<file path="src/rtl/reg_wb_arbiter_if.sv">
// Bus bundle between the pipeline/long-latency unit and the register-file write arbiter.
// Optional macro ARB_STATS_EN adds the arb_conflict_cnt statistics signal.
interface reg_wb_arbiter_if;
  logic        wb_valid;
  logic [4:0]  wb_addr;
  logic [31:0] wb_data;
  logic        lu_valid;
  logic        lu_ready;
  logic [4:0]  lu_addr;
  logic [31:0] lu_data;
  logic        lu_issue;
  logic [4:0]  lu_issue_addr;
  logic [4:0]  rd_addr1;
  logic [4:0]  rd_addr2;
  logic        rs_busy1;
  logic        rs_busy2;
  logic        arb_stall;
  logic [4:0]  REG_address_wr;
  logic        REG_write_enable;
  logic [31:0] REG_write_data;
`ifdef ARB_STATS_EN
  logic [15:0] arb_conflict_cnt;

  modport slave (
    input  wb_valid, wb_addr, wb_data, lu_valid, lu_addr, lu_data,
           lu_issue, lu_issue_addr, rd_addr1, rd_addr2,
    output lu_ready, rs_busy1, rs_busy2, arb_stall,
           REG_address_wr, REG_write_enable, REG_write_data, arb_conflict_cnt
  );

  modport master (
    output wb_valid, wb_addr, wb_data, lu_valid, lu_addr, lu_data,
           lu_issue, lu_issue_addr, rd_addr1, rd_addr2,
    input  lu_ready, rs_busy1, rs_busy2, arb_stall,
           REG_address_wr, REG_write_enable, REG_write_data, arb_conflict_cnt
  );
`else
  modport slave (
    input  wb_valid, wb_addr, wb_data, lu_valid, lu_addr, lu_data,
           lu_issue, lu_issue_addr, rd_addr1, rd_addr2,
    output lu_ready, rs_busy1, rs_busy2, arb_stall,
           REG_address_wr, REG_write_enable, REG_write_data
  );

  modport master (
    output wb_valid, wb_addr, wb_data, lu_valid, lu_addr, lu_data,
           lu_issue, lu_issue_addr, rd_addr1, rd_addr2,
    input  lu_ready, rs_busy1, rs_busy2, arb_stall,
           REG_address_wr, REG_write_enable, REG_write_data
  );
`endif
endinterface

</file>
<file path="src/rtl/reg_wb_arbiter.sv">
// Register-file write-port arbiter: pipeline WB has priority, long-latency results queue
// in a FIFO with a starvation-forced stall, plus a busy scoreboard. Optional: ARB_STATS_EN.
module reg_wb_arbiter #(
  parameter int DEPTH      = 4,
  parameter int STARVE_MAX = 8
) (
  input  logic            clk,
  input  logic            SYS_reset,
  reg_wb_arbiter_if.slave bus
);

  localparam int AW = $clog2(DEPTH);
  localparam int CW = AW + 1;
  localparam int SW = $clog2(STARVE_MAX + 1);

  logic [4:0]    r_fifo_addr [DEPTH];
  logic [31:0]   r_fifo_data [DEPTH];
  logic [AW-1:0] r_wr_ptr;
  logic [AW-1:0] r_rd_ptr;
  logic [CW-1:0] r_count;
  logic [SW-1:0] r_starve;
  logic          r_stall;
  logic [31:0]   r_busy;

  logic          w_empty;
  logic          w_full;
  logic          w_push;
  logic          w_pop;
  logic          w_wb_grant;
  logic [4:0]    w_head_addr;
  logic [31:0]   w_head_data;
  logic [31:0]   w_busy_next;
  logic          w_we;
  logic [4:0]    w_waddr;
  logic [31:0]   w_wdata;

  assign w_empty     = (r_count == '0);
  assign w_full      = (r_count == CW'(DEPTH));
  assign w_head_addr = r_fifo_addr[r_rd_ptr];
  assign w_head_data = r_fifo_data[r_rd_ptr];

  // Reset gates every grant so nothing reaches the register file while it is asserted.
  assign w_wb_grant  = !SYS_reset && bus.wb_valid && !r_stall;
  assign w_pop       = !SYS_reset && !w_empty && !w_wb_grant;
  assign bus.lu_ready = !w_full && !SYS_reset;
  assign w_push      = bus.lu_valid && bus.lu_ready;

  always_comb begin
    w_we    = 1'b0;
    w_waddr = '0;
    w_wdata = '0;
    if (w_wb_grant) begin
      w_waddr = bus.wb_addr;
      w_wdata = bus.wb_data;
      w_we    = (bus.wb_addr != 5'd0);
    end else if (w_pop) begin
      w_waddr = w_head_addr;
      w_wdata = w_head_data;
      w_we    = (w_head_addr != 5'd0);
    end
  end

  assign bus.REG_write_enable = w_we;
  assign bus.REG_address_wr   = w_waddr;
  assign bus.REG_write_data   = w_wdata;
  assign bus.arb_stall        = r_stall;

  // Storage is written only on push; pointers alone define validity, so no reset here.
  always_ff @(posedge clk) begin
    if (w_push) begin
      r_fifo_addr[r_wr_ptr] <= bus.lu_addr;
      r_fifo_data[r_wr_ptr] <= bus.lu_data;
    end
  end

  always_ff @(posedge clk or posedge SYS_reset) begin
    if (SYS_reset) begin
      r_wr_ptr <= '0;
      r_rd_ptr <= '0;
      r_count  <= '0;
    end else begin
      if (w_push) r_wr_ptr <= r_wr_ptr + AW'(1);
      if (w_pop)  r_rd_ptr <= r_rd_ptr + AW'(1);
      case ({w_push, w_pop})
        2'b10:   r_count <= r_count + CW'(1);
        2'b01:   r_count <= r_count - CW'(1);
        default: r_count <= r_count;
      endcase
    end
  end

  // The stall lasts one cycle: during it wb cannot win, so the head pops and the counter clears.
  always_ff @(posedge clk or posedge SYS_reset) begin
    if (SYS_reset) begin
      r_starve <= '0;
      r_stall  <= 1'b0;
    end else begin
      if (w_empty || w_pop) r_starve <= '0;
      else                  r_starve <= r_starve + SW'(1);
      r_stall <= !w_empty && !w_pop && (r_starve == SW'(STARVE_MAX - 1));
    end
  end

  // Issue is applied after the pop-clear so a same-address set wins.
  always_comb begin
    w_busy_next = r_busy;
    if (w_pop)        w_busy_next[w_head_addr]       = 1'b0;
    if (bus.lu_issue) w_busy_next[bus.lu_issue_addr] = 1'b1;
    w_busy_next[0] = 1'b0;
  end

  always_ff @(posedge clk or posedge SYS_reset) begin
    if (SYS_reset) r_busy <= '0;
    else           r_busy <= w_busy_next;
  end

  assign bus.rs_busy1 = r_busy[bus.rd_addr1];
  assign bus.rs_busy2 = r_busy[bus.rd_addr2];

`ifdef ARB_STATS_EN
  logic [15:0] r_conflict_cnt;

  function automatic logic [15:0] sat_inc16(input logic [15:0] v);
    return (v == 16'hFFFF) ? v : v + 16'd1;
  endfunction

  always_ff @(posedge clk or posedge SYS_reset) begin
    if (SYS_reset)                 r_conflict_cnt <= '0;
    else if (w_wb_grant && !w_empty) r_conflict_cnt <= sat_inc16(r_conflict_cnt);
  end

  assign bus.arb_conflict_cnt = r_conflict_cnt;
`endif

endmodule

</file>
<file path="src/flat_wrapper.sv">
// flat-port wrapper written by rule: the top's interface ports become plain ports
module reg_wb_arbiter_flat 
#(
  parameter int DEPTH      = 4,
  parameter int STARVE_MAX = 8
)
  (clk, SYS_reset, bus_wb_valid, bus_wb_addr, bus_wb_data, bus_lu_valid, bus_lu_addr, bus_lu_data, bus_lu_issue, bus_lu_issue_addr, bus_rd_addr1, bus_rd_addr2, bus_lu_ready, bus_rs_busy1, bus_rs_busy2, bus_arb_stall, bus_REG_address_wr, bus_REG_write_enable, bus_REG_write_data);
  reg_wb_arbiter_if bus_i ();
  input  logic clk;
  input  logic SYS_reset;
  input wire logic [$bits(bus_i.wb_valid)-1:0] bus_wb_valid;
  input wire logic [$bits(bus_i.wb_addr)-1:0] bus_wb_addr;
  input wire logic [$bits(bus_i.wb_data)-1:0] bus_wb_data;
  input wire logic [$bits(bus_i.lu_valid)-1:0] bus_lu_valid;
  input wire logic [$bits(bus_i.lu_addr)-1:0] bus_lu_addr;
  input wire logic [$bits(bus_i.lu_data)-1:0] bus_lu_data;
  input wire logic [$bits(bus_i.lu_issue)-1:0] bus_lu_issue;
  input wire logic [$bits(bus_i.lu_issue_addr)-1:0] bus_lu_issue_addr;
  input wire logic [$bits(bus_i.rd_addr1)-1:0] bus_rd_addr1;
  input wire logic [$bits(bus_i.rd_addr2)-1:0] bus_rd_addr2;
  output wire logic [$bits(bus_i.lu_ready)-1:0] bus_lu_ready;
  output wire logic [$bits(bus_i.rs_busy1)-1:0] bus_rs_busy1;
  output wire logic [$bits(bus_i.rs_busy2)-1:0] bus_rs_busy2;
  output wire logic [$bits(bus_i.arb_stall)-1:0] bus_arb_stall;
  output wire logic [$bits(bus_i.REG_address_wr)-1:0] bus_REG_address_wr;
  output wire logic [$bits(bus_i.REG_write_enable)-1:0] bus_REG_write_enable;
  output wire logic [$bits(bus_i.REG_write_data)-1:0] bus_REG_write_data;
  assign bus_i.wb_valid = bus_wb_valid;
  assign bus_i.wb_addr = bus_wb_addr;
  assign bus_i.wb_data = bus_wb_data;
  assign bus_i.lu_valid = bus_lu_valid;
  assign bus_i.lu_addr = bus_lu_addr;
  assign bus_i.lu_data = bus_lu_data;
  assign bus_i.lu_issue = bus_lu_issue;
  assign bus_i.lu_issue_addr = bus_lu_issue_addr;
  assign bus_i.rd_addr1 = bus_rd_addr1;
  assign bus_i.rd_addr2 = bus_rd_addr2;
  assign bus_lu_ready = bus_i.lu_ready;
  assign bus_rs_busy1 = bus_i.rs_busy1;
  assign bus_rs_busy2 = bus_i.rs_busy2;
  assign bus_arb_stall = bus_i.arb_stall;
  assign bus_REG_address_wr = bus_i.REG_address_wr;
  assign bus_REG_write_enable = bus_i.REG_write_enable;
  assign bus_REG_write_data = bus_i.REG_write_data;
  reg_wb_arbiter #(.DEPTH(DEPTH), .STARVE_MAX(STARVE_MAX)) u_core (.clk(clk), .SYS_reset(SYS_reset), .bus(bus_i));
endmodule
</file>
<file path="config.mk">
export PLATFORM = sky130hd
export DESIGN_NAME = reg_wb_arbiter_flat
export DESIGN_NICKNAME = d
export VERILOG_FILES = /design/src/rtl/reg_wb_arbiter_if.sv /design/src/rtl/reg_wb_arbiter.sv /design/src/flat_wrapper.sv
export SDC_FILE = /design/constraint.sdc
export NUM_CORES = 1
export LEC_CHECK = 0
export ABC_AREA = 1
export BUFFER_PORTS_ARGS = -buffer_cell sky130_fd_sc_hd__buf_4
export CAP_MARGIN = 10
export CELL_PAD_IN_SITES_DETAIL_PLACEMENT = 2
export CELL_PAD_IN_SITES_GLOBAL_PLACEMENT = 2
export CORE_UTILIZATION = 39
export CTS_CLUSTER_DIAMETER = 120
export DETAILED_ROUTE_END_ITERATION = 10
export GPL_ROUTABILITY_DRIVEN = 0
export MAX_ROUTING_LAYER = met4
export PLACE_DENSITY = 0.95
export SETUP_SLACK_MARGIN = 0.15
export SYNTH_ARGS = -nofsm -noshare
export SYNTH_HDL_FRONTEND = slang
export SYNTH_SLANG_ARGS = --single-unit
export TNS_END_PERCENT = 20
</file>
<file path="constraint.sdc">
create_clock -name clk -period 5.5 [get_ports clk]
set_input_delay 0 -clock clk [delete_from_list [all_inputs] [get_ports clk]]
set_output_delay 0 -clock clk [all_outputs]
set_load 0.02 [all_outputs]
</file>
==> reports/metrics.csv <==
stage,metric,value,unit
power,peak supply drop,0.000345,V
synth,Syn Inst Count,845,
global_routing,Overflow after GRT,0,
route,Final ANT Viol Nets,0,
synth,Synth Flop Type,edfxtp_1,
clock_tree,clk buf depth,2,
finish,Layout area overhead,26.4,%
setup_path,Worst setup SP type,flop,
sta,Rel. slew slack,0.223,
setup_path,maximum fanout along the worst path,37,
clock_tree,cts bufs inserted,17,
global_routing,largest net degree at the start of global routing,76,
synth,ys async rst share,0.225,
synth,Syn Nets,946,
route,drt first pass iters,5,
synth,Yosys cell types,32,
setup_path,CP Data Arrival Time,3.37,ns
sta,RSZ-0062 raised after global routing,false,
setup_path,Critical Path RT,5.83,ns
route,Routed WL per cell,30.0,um
sta,Final Max Slew Viols,0,
global_routing,first-pass GRT wire length,58300,um
clock_tree,CTS root buffer,clkbuf_16,
sta,Fmax,328,MHz
clock_tree,post-cts sizing count,0,
sta,final setup fails,0,
die,Die W,152,um
synth,area of the mapped netlist,0.00876,mm^2
synth,Synth area leaders,"edfxtp_1, dfrtp_1, nand2_1, o21ai_0, nor2_1",
synth,share of the yosys chip area belonging to registers,0.630,
power,Leak,0.00450,uW
global_routing,initial antenna violation count,1,
sta,Worst Clk Skew,0.0174,ns
setup_path,CP Capture Type,flop,
hold_path,Hold Crit Class,in -> reg,
finish,Layout Nets,1114,
route,DR vias/cell,5.99,
status,status,finished clean,
sta,Setup TNS,0,ns
die,Core Area,0.0219,mm^2
sta,Least-Margin Pin Slew,1.16,ns
power,total power draw,5620,uW
sta,final hold viol count,0,
route,number of DRC markers in iteration 0,558,
synth,top cell type's share of synthesized area,0.508,
power,Pwr Density,508,mW/mm^2
global_routing,vias in the first global route,8788,
synth,largest area contributor in the netlist,edfxtp_1,
synth,synthesized flop and latch total,191,
route,routed wire length,39200,um
placement,Post-DP HPWL,22400,um
run,max-cap violations,0,
clock_tree,Sink Count,191,
placement,number of port buffers,135,
global_routing,GRT Total Usage,0.354,
sta,crit path time final,3.05,ns
clock_tree,Worst-Skew Late Latency,0.46,ns
route,residual DRC count,0,
die,row cnt,54,
die,Ports,136,
setup_path,crit path kind,reg -> reg,
clock_tree,CTS tree,built,
synth,Mean Syn Cell Area,10.4,um^2
clock_tree,CTS H-tree lvls,4,
die,height of the die,152,um
finish,Fillers,2220,
route,Via Count,7833,
sta,period utilization,0.554,
synth,Ys Warns,0,
synth,Post-synth EDFFs,148,
finish,share of post-route cells with drive strength above 1,0.213,
die,DIE AREA,0.0231,mm^2
clock_tree,Worst-path clk slew,0.08,ns
die,initial cell density of the core,0.400,
==> what timing repair did <==
action | CTS | global route
hold buffers | 43 | 0
endpoints found under the hold margin | 213 | 0
setup buffers | 0 | 0
==> sequential cells by signal, indices dropped and copies added, names as in the netlist <==
register              flops
u_core.r_fifo_addr       20
u_core.bus.arb_stall      1
u_core.r_wr_ptr           2
u_core.r_starve           4
u_core.r_count            3
u_core.r_rd_ptr           2
u_core.r_fifo_data      128
u_core.r_busy            31
==> per-layer routing <==
metal | GRT usage | share of wire
met4 | 0.192 | 0.054
met3 | 0.0596 | 0.045
met1 | 0.378 | 0.37
met2 | 0.624 | 0.53
met5 | - | 0
==> cells in the mapped netlist (8+ instances only) <==
library cell,n
inv_2,8
edfxtp_1,148
o22ai_1,33
nor3_1,10
nand3_1,59
dfrtp_1,43
inv_1,36
nor2_4,8
o21ai_0,70
nand2_1,236
nor2_1,80
a22o_1,32
buf_2,19
clkbuf_1,14
==> stage by stage <==
stage | hold WS, ns | cell area [um^2] | setup WS, ns | std cells | util
floorplan | 0.0839 | 8760 | 2.29 | 845 | -
global placement | 0.201 | 10000 | 2.98 | 1231 | 0.458
detailed placement | 0.205 | 10000 | 2.73 | 1231 | 0.458
CTS | 0.0160 | 11100 | 2.49 | 1306 | 0.506
global route | 0.0608 | 11100 | 2.35 | 1307 | 0.506
finish | 0.0325 | 11100 | 2.45 | 1307 | 0.506
==> cells by family (layout without fill, tap and decap cells) <==
kind of cell,after synthesis,after routing,synth area share
and+or+nand+nor,416,416,0.211
DFF,191,191,0.630
AOI/OAI and AO/OA,143,143,0.100
buffers and inverters,83,264,0.0424
adders and majority gates,7,7,0.0109
xor gates and xnor gates,5,5,0.00500
other,0,1,0
==> cell type report <==
class / count / area [um^2] / share of cell area
Antenna cell: 1 / 2.50 / 0.000226
Clock buffer: 17 / 425 / 0.0384
Clock inverter: 15 / 191 / 0.0173
Inverter: 45 / 171 / 0.0155
Multi-Input combinational cell: 571 / 2900 / 0.262
Sequential cell: 191 / 5520 / 0.499
Tap cell: 280 / 350 / 0.0316
Timing Repair Buffer: 187 / 1510 / 0.137
==> worst max-delay path, stage by stage, from the launching register on <==
cell     delay (ns)
dfrtp_1        0.41
inv_1          0.12
nand3_1        0.19
nand3_4        0.23
inv_2          0.66
ha_1           0.31
inv_1          0.10
fa_1           0.40
a21oi_1        0.17
o21ai_0        0.14
xor2_1         0.17
==> final timing paths <==
check / to / startpoint / cells after the start / slack (ns)
worst max-delay path: u_core.r_count[2] / u_core.r_count[0] / 10 / 2.45
worst min-delay path: u_core.r_busy[24] / bus_lu_issue_addr[0] / 4 / 0.03
worst max register to register: u_core.r_count[2] / u_core.r_count[0] / 10 / 2.45
worst min register to register: u_core.bus.arb_stall / u_core.r_starve[3] / 1 / 0.48
max in group asynchronous: u_core.r_rd_ptr[0] / SYS_reset / 4 / 4.58
min in group asynchronous: u_core.r_rd_ptr[1] / SYS_reset / 4 / 0.48
==> report_power, final <==
| group | total, uW | leakage (uW) | internal, uW | switching [uW] |
|---|---|---|---|---|
| combinational | 2190 | 0.00235 | 629 | 1560 |
| sequential | 2080 | 0.00185 | 1840 | 248 |
| clock | 1350 | 0.000298 | 660 | 690 |
| total | 5620 | 0.00450 | 3130 | 2500 |
==> cells in the final DEF, fill, tap and decap left out <==
master | netlist | routed
nand3_2 | 4 | 4
inv_6 | 0 | 4
clkinv_4 | 0 | 1
bufinv_16 | 0 | 1
nor2_2 | 1 | 1
o21ai_0 | 70 | 70
edfxtp_1 | 148 | 148
nor2_1 | 80 | 76
nand3_4 | 2 | 2
a22o_1 | 32 | 32
nor3b_1 | 1 | 1
buf_4 | 1 | 144
dfrtp_1 | 43 | 42
o22ai_1 | 33 | 33
o21ai_1 | 5 | 5
ha_1 | 6 | 6
clkbuf_16 | 0 | 17
dfrtp_2 | 0 | 1
inv_8 | 0 | 4
nand2_2 | 7 | 7
dlygate4sd3_1 | 0 | 43
diode_2 | 0 | 1
nor3_1 | 10 | 10
inv_4 | 1 | 1
a21oi_1 | 2 | 2
nand2_4 | 6 | 6
xor2_1 | 4 | 4
nor2_4 | 8 | 12
nand3_1 | 59 | 59
nand2_1 | 236 | 236
inv_2 | 8 | 8
fa_1 | 1 | 1
clkinv_8 | 0 | 4
nand2_8 | 1 | 1
clkinvlp_4 | 0 | 1
a31oi_1 | 1 | 1
inv_1 | 36 | 36
nor4_1 | 1 | 1
xnor2_1 | 1 | 1
Power figures use the tool's default switching activity.
